==> config.mk <==
export PLATFORM = sky130hd
export DESIGN_NAME = id_ex_stage_register
export DESIGN_NICKNAME = d
export VERILOG_FILES = /design/src/rtl/id_ex_stage_register.sv
export SDC_FILE = /design/constraint.sdc
export NUM_CORES = 1
export LEC_CHECK = 0
export BUFFER_PORTS_ARGS = -buffer_cell sky130_fd_sc_hd__buf_2
export CORE_MARGIN = 1.5
export CORE_UTILIZATION = 25
export DETAILED_ROUTE_END_ITERATION = 10
export PLACE_DENSITY = 0.59
export SYNTH_ARGS = -nofsm -noshare
export SYNTH_HDL_FRONTEND = slang
export SYNTH_SLANG_ARGS = --single-unit
==> constraint.sdc <==
create_clock -name clk -period 2.12 [get_ports clk]
set_input_delay 0.106 -clock clk [delete_from_list [all_inputs] [get_ports clk]]
set_output_delay 0.106 -clock clk [all_outputs]
set_load 0.01 [all_outputs]
==> src/rtl/id_ex_stage_register.sv <==
// ---------------------------------------------------------------------------
// id_ex_stage_register
// ID/EX pipeline boundary of the RISC-V core, directly downstream of
// main_controller. Latches the control bundle, decoded operands and register
// addresses into EX, detects load-use hazards against the instruction in EX,
// freezes the front end, applies branch flushes / downstream holds and counts
// load-use stall cycles.
//
// Ports
//   clk, rst               core clock; synchronous active-high reset
//   id_*                   control/data/address bundle from ID
//   ex_flush               branch taken in EX: kill the ID instruction
//   ex_hold                downstream stall: freeze this stage
//   ex_*                   registered copy of the id_* bundle
//   ex_valid               EX holds a real instruction
//   hazard_mux_enable      comb; 1 = main_controller outputs zero controls
//   pc_write, if_id_write  comb; 0 = PC / IF-ID register hold
//   stall_count            saturating count of load-use stall cycles
// ---------------------------------------------------------------------------
module id_ex_stage_register #(
    parameter int DATA_W = 32,
    parameter int ADDR_W = 32,
    parameter int CNT_W  = 16
) (
    input  logic              clk,
    input  logic              rst,
    input  logic              id_valid,
    input  logic              id_branch,
    input  logic              id_memory_read,
    input  logic              id_memory_to_register,
    input  logic              id_memory_write,
    input  logic              id_alu_source,
    input  logic              id_register_write,
    input  logic [3:0]        id_alu_option,
    input  logic [1:0]        id_auipc_lui,
    input  logic [2:0]        id_funct3,
    input  logic              id_funct7_b5,
    input  logic [ADDR_W-1:0] id_pc,
    input  logic [DATA_W-1:0] id_rs1_data,
    input  logic [DATA_W-1:0] id_rs2_data,
    input  logic [DATA_W-1:0] id_immediate,
    input  logic [4:0]        id_rs1_addr,
    input  logic [4:0]        id_rs2_addr,
    input  logic [4:0]        id_rd_addr,
    input  logic              ex_flush,
    input  logic              ex_hold,
    output logic              ex_branch,
    output logic              ex_memory_read,
    output logic              ex_memory_to_register,
    output logic              ex_memory_write,
    output logic              ex_alu_source,
    output logic              ex_register_write,
    output logic [3:0]        ex_alu_option,
    output logic [1:0]        ex_auipc_lui,
    output logic [2:0]        ex_funct3,
    output logic              ex_funct7_b5,
    output logic [ADDR_W-1:0] ex_pc,
    output logic [DATA_W-1:0] ex_rs1_data,
    output logic [DATA_W-1:0] ex_rs2_data,
    output logic [DATA_W-1:0] ex_immediate,
    output logic [4:0]        ex_rs1_addr,
    output logic [4:0]        ex_rs2_addr,
    output logic [4:0]        ex_rd_addr,
    output logic              ex_valid,
    output logic              hazard_mux_enable,
    output logic              pc_write,
    output logic              if_id_write,
    output logic [CNT_W-1:0]  stall_count
);

    typedef struct packed {
        logic              branch;
        logic              memory_read;
        logic              memory_to_register;
        logic              memory_write;
        logic              alu_source;
        logic              register_write;
        logic [3:0]        alu_option;
        logic [1:0]        auipc_lui;
        logic [2:0]        funct3;
        logic              funct7_b5;
        logic [ADDR_W-1:0] pc;
        logic [DATA_W-1:0] rs1_data;
        logic [DATA_W-1:0] rs2_data;
        logic [DATA_W-1:0] immediate;
        logic [4:0]        rs1_addr;
        logic [4:0]        rs2_addr;
        logic [4:0]        rd_addr;
        logic              valid;
    } stage_t;

    typedef enum logic [1:0] {
        MODE_NORMAL   = 2'd0,
        MODE_LOAD_USE = 2'd1,
        MODE_FLUSH    = 2'd2,
        MODE_HOLD     = 2'd3
    } mode_e;

    stage_t             id_bundle_s;
    stage_t             stage_d;
    stage_t             stage_q;
    logic [CNT_W-1:0]   stall_count_d;
    logic [CNT_W-1:0]   stall_count_q;
    logic               load_use_s;
    mode_e              mode_s;

    // Gather the ID-side inputs into one bundle so NORMAL mode is a single copy.
    always_comb begin
        id_bundle_s                    = '0;
        id_bundle_s.branch             = id_branch;
        id_bundle_s.memory_read        = id_memory_read;
        id_bundle_s.memory_to_register = id_memory_to_register;
        id_bundle_s.memory_write       = id_memory_write;
        id_bundle_s.alu_source         = id_alu_source;
        id_bundle_s.register_write     = id_register_write;
        id_bundle_s.alu_option         = id_alu_option;
        id_bundle_s.auipc_lui          = id_auipc_lui;
        id_bundle_s.funct3             = id_funct3;
        id_bundle_s.funct7_b5          = id_funct7_b5;
        id_bundle_s.pc                 = id_pc;
        id_bundle_s.rs1_data           = id_rs1_data;
        id_bundle_s.rs2_data           = id_rs2_data;
        id_bundle_s.immediate          = id_immediate;
        id_bundle_s.rs1_addr           = id_rs1_addr;
        id_bundle_s.rs2_addr           = id_rs2_addr;
        id_bundle_s.rd_addr            = id_rd_addr;
        id_bundle_s.valid              = id_valid;
    end

    // Hazard detection and per-cycle priority decode (hold > flush > load-use).
    // Both source fields are compared whatever the instruction format, which
    // can only add a spurious stall, never miss a real one.
    always_comb begin
        load_use_s = stage_q.valid & stage_q.memory_read
                   & (stage_q.rd_addr != 5'd0) & id_valid
                   & ((stage_q.rd_addr == id_rs1_addr) | (stage_q.rd_addr == id_rs2_addr));
        if (ex_hold) begin
            mode_s = MODE_HOLD;
        end else if (ex_flush) begin
            mode_s = MODE_FLUSH;
        end else if (load_use_s) begin
            mode_s = MODE_LOAD_USE;
        end else begin
            mode_s = MODE_NORMAL;
        end
    end

    // Next-state and front-end control; reset forces the free-running defaults.
    always_comb begin
        stage_d           = stage_q;
        stall_count_d     = stall_count_q;
        hazard_mux_enable = 1'b0;
        pc_write          = 1'b1;
        if_id_write       = 1'b1;
        if (rst) begin
            stage_d       = '0;
            stall_count_d = '0;
        end else begin
            case (mode_s)
                MODE_HOLD: begin
                    pc_write    = 1'b0;
                    if_id_write = 1'b0;
                end
                MODE_FLUSH: begin
                    // Bubble; the branch target loads into IF/ID this cycle.
                    stage_d = '0;
                end
                MODE_LOAD_USE: begin
                    // Bubble for one cycle; the load leaves EX so the stall self-clears.
                    stage_d           = '0;
                    hazard_mux_enable = 1'b1;
                    pc_write          = 1'b0;
                    if_id_write       = 1'b0;
                    if (stall_count_q != {CNT_W{1'b1}}) begin
                        stall_count_d = stall_count_q + {{(CNT_W-1){1'b0}}, 1'b1};
                    end else begin
                        stall_count_d = stall_count_q;
                    end
                end
                MODE_NORMAL: begin
                    stage_d = id_bundle_s;
                end
                default: begin
                    stage_d = '0;
                end
            endcase
        end
    end

    // Stage and counter registers with synchronous reset.
    always_ff @(posedge clk) begin
        if (rst) begin
            stage_q       <= '0;
            stall_count_q <= '0;
        end else begin
            stage_q       <= stage_d;
            stall_count_q <= stall_count_d;
        end
    end

    assign ex_branch             = stage_q.branch;
    assign ex_memory_read        = stage_q.memory_read;
    assign ex_memory_to_register = stage_q.memory_to_register;
    assign ex_memory_write       = stage_q.memory_write;
    assign ex_alu_source         = stage_q.alu_source;
    assign ex_register_write     = stage_q.register_write;
    assign ex_alu_option         = stage_q.alu_option;
    assign ex_auipc_lui          = stage_q.auipc_lui;
    assign ex_funct3             = stage_q.funct3;
    assign ex_funct7_b5          = stage_q.funct7_b5;
    assign ex_pc                 = stage_q.pc;
    assign ex_rs1_data           = stage_q.rs1_data;
    assign ex_rs2_data           = stage_q.rs2_data;
    assign ex_immediate          = stage_q.immediate;
    assign ex_rs1_addr           = stage_q.rs1_addr;
    assign ex_rs2_addr           = stage_q.rs2_addr;
    assign ex_rd_addr            = stage_q.rd_addr;
    assign ex_valid              = stage_q.valid;
    assign stall_count           = stall_count_q;

endmodule

==> flow_metrics.tcl, run 1 <==
set metrics [dict create \
    status "finished, final reports clean" \
    num_antenna_cells 0 \
    first_global_vias 6208 \
    final_nets 1175 \
    worstPathCellList "nand4b_1, a21o_1, buf_4, or4_1, o21a_1, o21ba_1" \
    via_count 6213 \
    rows 56 \
    cts.clk_slew.worst_paths_ns 0.07 \
    cp-start-kind "register" \
    drc 0 \
    yosysWarnings 0 \
    crit_path_end_kind "register" \
    die_w_um 159 \
    synth_flop_cell "dfxtp_1" \
    slowest_stage "or4_1" \
    drive_gt1_share_pct 40.2 \
    grt_max_degree 82 \
    synth_top_area_cell "dfxtp_1" \
    powerDensity_nw_per_um2 730 \
    die_y_um 159 \
    ys_types 40 \
    async_flop_share_pct 0 \
    avgRoutedWirePerCell_um 15.5 \
    leakage_nw 4.89 \
    dieArea_um2 25300 \
    start_util_pct 25.7 \
    dpl.cell_count 1146 \
    timing.fmax_mhz 501 \
    area_growth_pct 70.0 \
    holdPathStages 3 \
    setup_tns_ns 0 \
    avgSynthCellArea_um2 11.7 \
    core-area_um2 23700 \
    pin_count 343 \
    clockRootBuffer "clkbuf_16" \
    layoutNonFillerInstCount 1342 \
    setup_ws_ns 0.123 \
    crit_fanout 3 \
    pre_cts_ws_ns 0.126 \
    maxSlewHeadroom_pct 53.7 \
    multi_input_area_um2 2330 \
    drt-vias-per-instance 4.63 \
    syn_inst 522 \
    cts_buffers 17 \
    grt_pass1_wl_um 32900 \
    ir_worst_vdd_mv 0.330 \
    critPathKind "reg -> reg" \
    cts_sinks 176 \
    tritoncts "yes" \
    antenna_found_initial 0 \
    ant_nets 0 \
    drt-pass1-iter-count 5 \
    yosysTopAreaCellShare_pct 57.8 \
    syn_area_um2 6100 \
    grt_overflow 0 \
    hp-class "in -> reg" \
    regArea_um2 3530 \
    worstPathArrival_ns 2.31 \
    fillers 2228 \
    layout_common_cells "342 x buf_2, 171 x dfxtp_1, 160 x dlygate4sd3_1" \
    hold_slack_ns 0.0934 \
    period_minus_slack_ns 2.00 \
    worst_slew_pin_slew_ns 0.692 \
    place.gp.congestion 0.770 \
    final_common_cell "buf_2" \
    rsz0062_at_grt "false" \
    r2r_cells 6 \
    dp_hpwl_um 12500 \
    clkLatencyLatePin_ns 0.42 \
    seq_area_frac_synth_pct 57.8 \
    syn-num-nets 687 \
    ys_seq_elements 176 \
    port_buffers 342 \
    finalSetupViolCount 0 \
    drt_iter0_drc 367 \
    hold_viol_final 0 \
    crit_required_ns 2.44 \
    clock_skew_ns 0.00834 \
    cpPeakStageDelay_ns 0.55 \
    htreeDepth 4 \
    grtUsageTotal_pct 16.0 \
    synth_edf_count 0 \
    synthTopCellsByArea "dfxtp_1 58%, a22o_1 21%, buf_6 2.4%" \
    clockBufferDepth 2 \
    max_cap_viol_count 0 \
    drt_wl_total_um 20800 \
    slew_viol_final 0 \
    fin_crit_sh_pct 94.2 \
]
worst paths after layout:
kind | from | to | slack [ns]
worst max register to register | ex_memory_read$_SDFFE_PP0P_ | stall_count[14]$_SDFFE_PP0P_ | 0.12
worst max-delay path | ex_memory_read$_SDFFE_PP0P_ | stall_count[14]$_SDFFE_PP0P_ | 0.12
worst min register to register | ex_rs2_addr[3]$_SDFFE_PP0P_ | ex_rs2_addr[3]$_SDFFE_PP0P_ | 0.46
worst min-delay path | ex_hold | ex_rs2_addr[0]$_SDFFE_PP0P_ | 0.09
what timing repair did:
item / 4_1_cts / 5_1_grt
gates cloned: 0 / 1
setup endpoints to repair: 1 / 8
buffers inserted: 0 / 3
pin swaps: 0 / 3
resized for setup: 1 / 12
hold endpoints to repair: 160 / 0
hold buffers: 160 / 0
state kept, by name (all words and copies together) (netlist names), 2 cells and up:
register / flops
ex_rs2_addr: 5
ex_alu_option: 4
ex_rd_addr: 5
ex_rs2_data: 32
ex_rs1_data: 32
ex_funct3: 3
ex_pc: 32
stall_count: 16
ex_auipc_lui: 2
ex_rs1_addr: 5
ex_immediate: 32
layout make-up:
cell class / count / area share [%]
clock buffer: 17 / 4.10
clock inverter: 15 / 1.62
inverter: 2 / 0.0724
multi-input combinational: 297 / 22.5
sequential: 176 / 34.1
tap: 319 / 3.85
timing repair buffer: 516 / 33.8
kinds of logic after synthesis:
logic type | after synthesis | share of synthesized area, %
compound gates | 186 | 25.6
flops | 176 | 57.8
simple gates | 93 | 8.84
buf+inv | 49 | 4.84
xor+xnor | 10 | 1.44
mux | 7 | 1.27
fa+ha+maj | 1 | 0.205
Yosys cell counts, drive strengths merged (3+ instances only):
cell / instances
nand2b: 3
nor2: 11
clkbuf: 25
and3: 4
nor4: 7
nand4: 3
xor2: 10
nand3b: 12
o31ai: 6
mux2: 6
buf: 22
nor2b: 8
o21ai: 3
nand3: 8
o22ai: 11
a21oi: 8
dfxtp: 176
nand2: 16
a22o: 149
or4: 7
nor3: 9
worst max-delay path: cells and delay by family (launching register included):
family / cells / cell delay, ns
simple gates: 2 / 0.77
buf+inv: 1 / 0.15
flops: 1 / 0.38
compound gates: 3 / 0.62
report_power, final:
part | total (mW) | switching [mW] | internal [mW]
clock network | 3.17 | 1.48 | 1.69
registers | 3.49 | 0.0697 | 3.42
logic | 0.901 | 0.385 | 0.516
total | 7.56 | 1.94 | 5.63
stage by stage:
step | area (µm²) | utilization [%] | total power [mW]
3_5_place_dp | 8070 | 34.1 | 4.20
6_report | 10400 | 43.8 | 7.56
5_1_grt | 10400 | 43.8 | 7.92
4_1_cts | 10300 | 43.4 | 7.64
3_3_place_gp | 8070 | 34.1 | 4.20
2_1_floorplan | 6100 | - | 3.87
per-layer routing:
layer	wire length (µm)	global-route usage, %	vias to the layer above	part of all wire [%]
li1	-	-	2970	-
met5	0	0	-	0
met1	8800	19.1	2931	42
met3	1450	5.05	27	7.0
met2	10200	27.3	285	49
met4	388	5.36	0	1.9
Note: power is estimated with default switching activity, not from simulation.
==> run 2, diff against run 1 <==
--- a/config.mk
+++ b/config.mk
@@ -6,10 +6,10 @@
 export NUM_CORES = 1
 export LEC_CHECK = 0
 export BUFFER_PORTS_ARGS = -buffer_cell sky130_fd_sc_hd__buf_2
-export CORE_MARGIN = 1.5
-export CORE_UTILIZATION = 25
+export CORE_AREA = 2 2 132 134
 export DETAILED_ROUTE_END_ITERATION = 10
-export PLACE_DENSITY = 0.59
+export DIE_AREA = 0 0 134 136
+export PLACE_DENSITY = 0.77
 export SYNTH_ARGS = -nofsm -noshare
 export SYNTH_HDL_FRONTEND = slang
 export SYNTH_SLANG_ARGS = --single-unit
==> run 2 against run 1 <==
Net effect: total power fell by 0.61%; core utilization rose by 16 points; worst setup slack got worse by 0.023 ns; highest routed layer unchanged; critical path type is now reg -> out; largest power group unchanged; wire length rose by 1.5%; final area fell by 2.1%; combinational power fell by 0.7%.
==> flow_metrics.tcl, run 2 (synthesized netlist as in run 1, its figures left out) <==
set metrics [dict create \
    status "finished, final reports clean" \
    powerDensity_nw_per_um2 741 \
    layoutNonFillerInstCount 1245 \
    crit_required_ns 2.01 \
    critPathKind "reg -> out" \
    ir_worst_vdd_mv 0.517 \
    clockRootBuffer "clkbuf_16" \
    worst_slew_pin_slew_ns 0.630 \
    p_sw_share_pct 24.3 \
    hold_viol_final 0 \
    crit_path_end_kind "output pin" \
    area_growth_pct 66.5 \
    dp_hpwl_um 12200 \
    comb_power_share_pct 11.9 \
    pre_cts_ws_ns 0.184 \
    htreeDepth 4 \
    power_switching_mw 1.83 \
    tritoncts "yes" \
    fin_crit_sh_pct 95.3 \
    leakage_nw 4.84 \
    antenna_found_initial 2 \
    grt_max_degree 69 \
    drive_gt1_share_pct 39.4 \
    clockBufferDepth 2 \
    clock_skew_ns 0.0105 \
    drc 0 \
    via_count 6327 \
    crit_fanout 27 \
    dpl.cell_count 1053 \
    period_minus_slack_ns 2.02 \
    drt_wl_total_um 21100 \
    rows 48 \
    place.gp.congestion 0.842 \
    r2r_cells 5 \
    cts_buffers 17 \
    die_w_um 134 \
    grt_pass1_wl_um 31600 \
    dieArea_um2 18200 \
    cts.clk_slew.worst_paths_ns 0.07 \
    slew_viol_final 0 \
    cts_sinks 176 \
    power_mw 7.52 \
    layout_common_cells "342 x buf_2, 171 x dfxtp_1, 158 x dlygate4sd3_1" \
    holdPathStages 3 \
    worstPathArrival_ns 1.91 \
    port_buffers 342 \
    grt_overflow 0 \
    maxSlewHeadroom_pct 57.8 \
    power_frac_clock_pct 41.6 \
    die_y_um 136 \
    cp-start-kind "register" \
    setup_ws_ns 0.0997 \
    grtUsageTotal_pct 21.7 \
    finalSetupViolCount 0 \
    ant_nets 0 \
    rsz0062_at_grt "false" \
    start_util_pct 36.1 \
    drt-vias-per-instance 5.08 \
    drt-pass1-iter-count 4 \
    final_nets 1170 \
    max_cap_viol_count 0 \
    avgRoutedWirePerCell_um 17.0 \
    seqPwrFrac_pct 46.5 \
    drt_iter0_drc 350 \
    pin_count 343 \
    timing.fmax_mhz 495 \
    setup_tns_ns 0 \
    core-area_um2 16900 \
    clkLatencyLatePin_ns 0.42 \
    internal_power_mw 5.69 \
    final_common_cell "buf_2" \
    first_global_vias 6327 \
    hp-class "in -> reg" \
]
run 2: changes by cell type in the layout (fill, tap and decap cells not counted), sizes merged, moves of 2 or more:
| cell | previous run | this run |
|---|---|---|
| dlygate4sd3 | 160 | 158 |
| inv | 11 | 6 |
| diode | 0 | 4 |
| buf | 355 | 353 |
| clkinvlp | 0 | 3 |
run 2: what timing repair did:
| item | in CTS | in global routing |
|---|---|---|
| hold endpoints to repair | 156 | 2 |
| resized for setup | 0 | 6 |
| endpoints found under the setup margin | 0 | 3 |
| hold buffers | 156 | 2 |
| buffers inserted | 0 | 0 |
run 2: stage by stage:
| stage | utilization, % | cell area, µm² | hold WS (ns) |
|---|---|---|---|
| 2_1_floorplan | - | 6100 | 0.239 |
| 5_1_grt | 60.1 | 10100 | 0.0216 |
| 3_3_place_gp | 47.2 | 7960 | 0.321 |
| 3_5_place_dp | 47.2 | 7960 | 0.325 |
| 4_1_cts | 59.9 | 10100 | 0.000770 |
| 6_report | 60.1 | 10100 | 0.0243 |
run 2: final timing paths:
kind,from,end,slack (ns)
worst max register to register,ex_memory_read$_SDFFE_PP0P_,stall_count[4]$_SDFFE_PP0P_,0.25
worst min-delay path,id_rs2_addr[4],ex_rs2_addr[4]$_SDFFE_PP0P_,0.02
worst max-delay path,ex_rd_addr[0]$_SDFFE_PP0P_,pc_write,0.1
worst min register to register,ex_rs1_addr[3]$_SDFFE_PP0P_,ex_rs1_addr[3]$_SDFFE_PP0P_,0.46
run 2: area by class of cell:
| class | count | area (µm²) |
|---|---|---|
| Antenna cell | 4 | 10.0 |
| Clock buffer | 17 | 425 |
| Clock inverter | 13 | 158 |
| Fill cell | 1279 | 6730 |
| Inverter | 2 | 7.51 |
| Multi-Input combinational cell | 297 | 2300 |
| Sequential cell | 176 | 3530 |
| Tap cell | 225 | 282 |
| Timing Repair Buffer | 511 | 3440 |
run 2: per-layer routing:
metal | vias to the layer above | part of all wire (%) | track usage [%]
li1 | 2963 | - | -
met1 | 2984 | 39 | 24.3
met2 | 318 | 49 | 37.1
met3 | 62 | 8.2 | 7.27
met4 | 0 | 3.3 | 10.8
met5 | - | 0 | 0
run 2: worst max-delay path, cell delays in order (launching register included):
cell	delay, ns
dfxtp_2	0.39
xor2_1	0.20
nor3_2	0.08
a22oi_4	0.21
buf_12	0.19
nor2_1	0.06
o21bai_1	0.19
buf_2	0.17
run 2: power by group through the flow:
stage,Clock [mW],Combinational (mW),Sequential [mW]
after floorplan,0,0.249,3.62
after global placement,0,0.626,3.56
after detailed placement,0,0.638,3.56
after CTS,3.17,0.868,3.49
after global routing,3.31,0.953,3.51
final,3.13,0.895,3.50
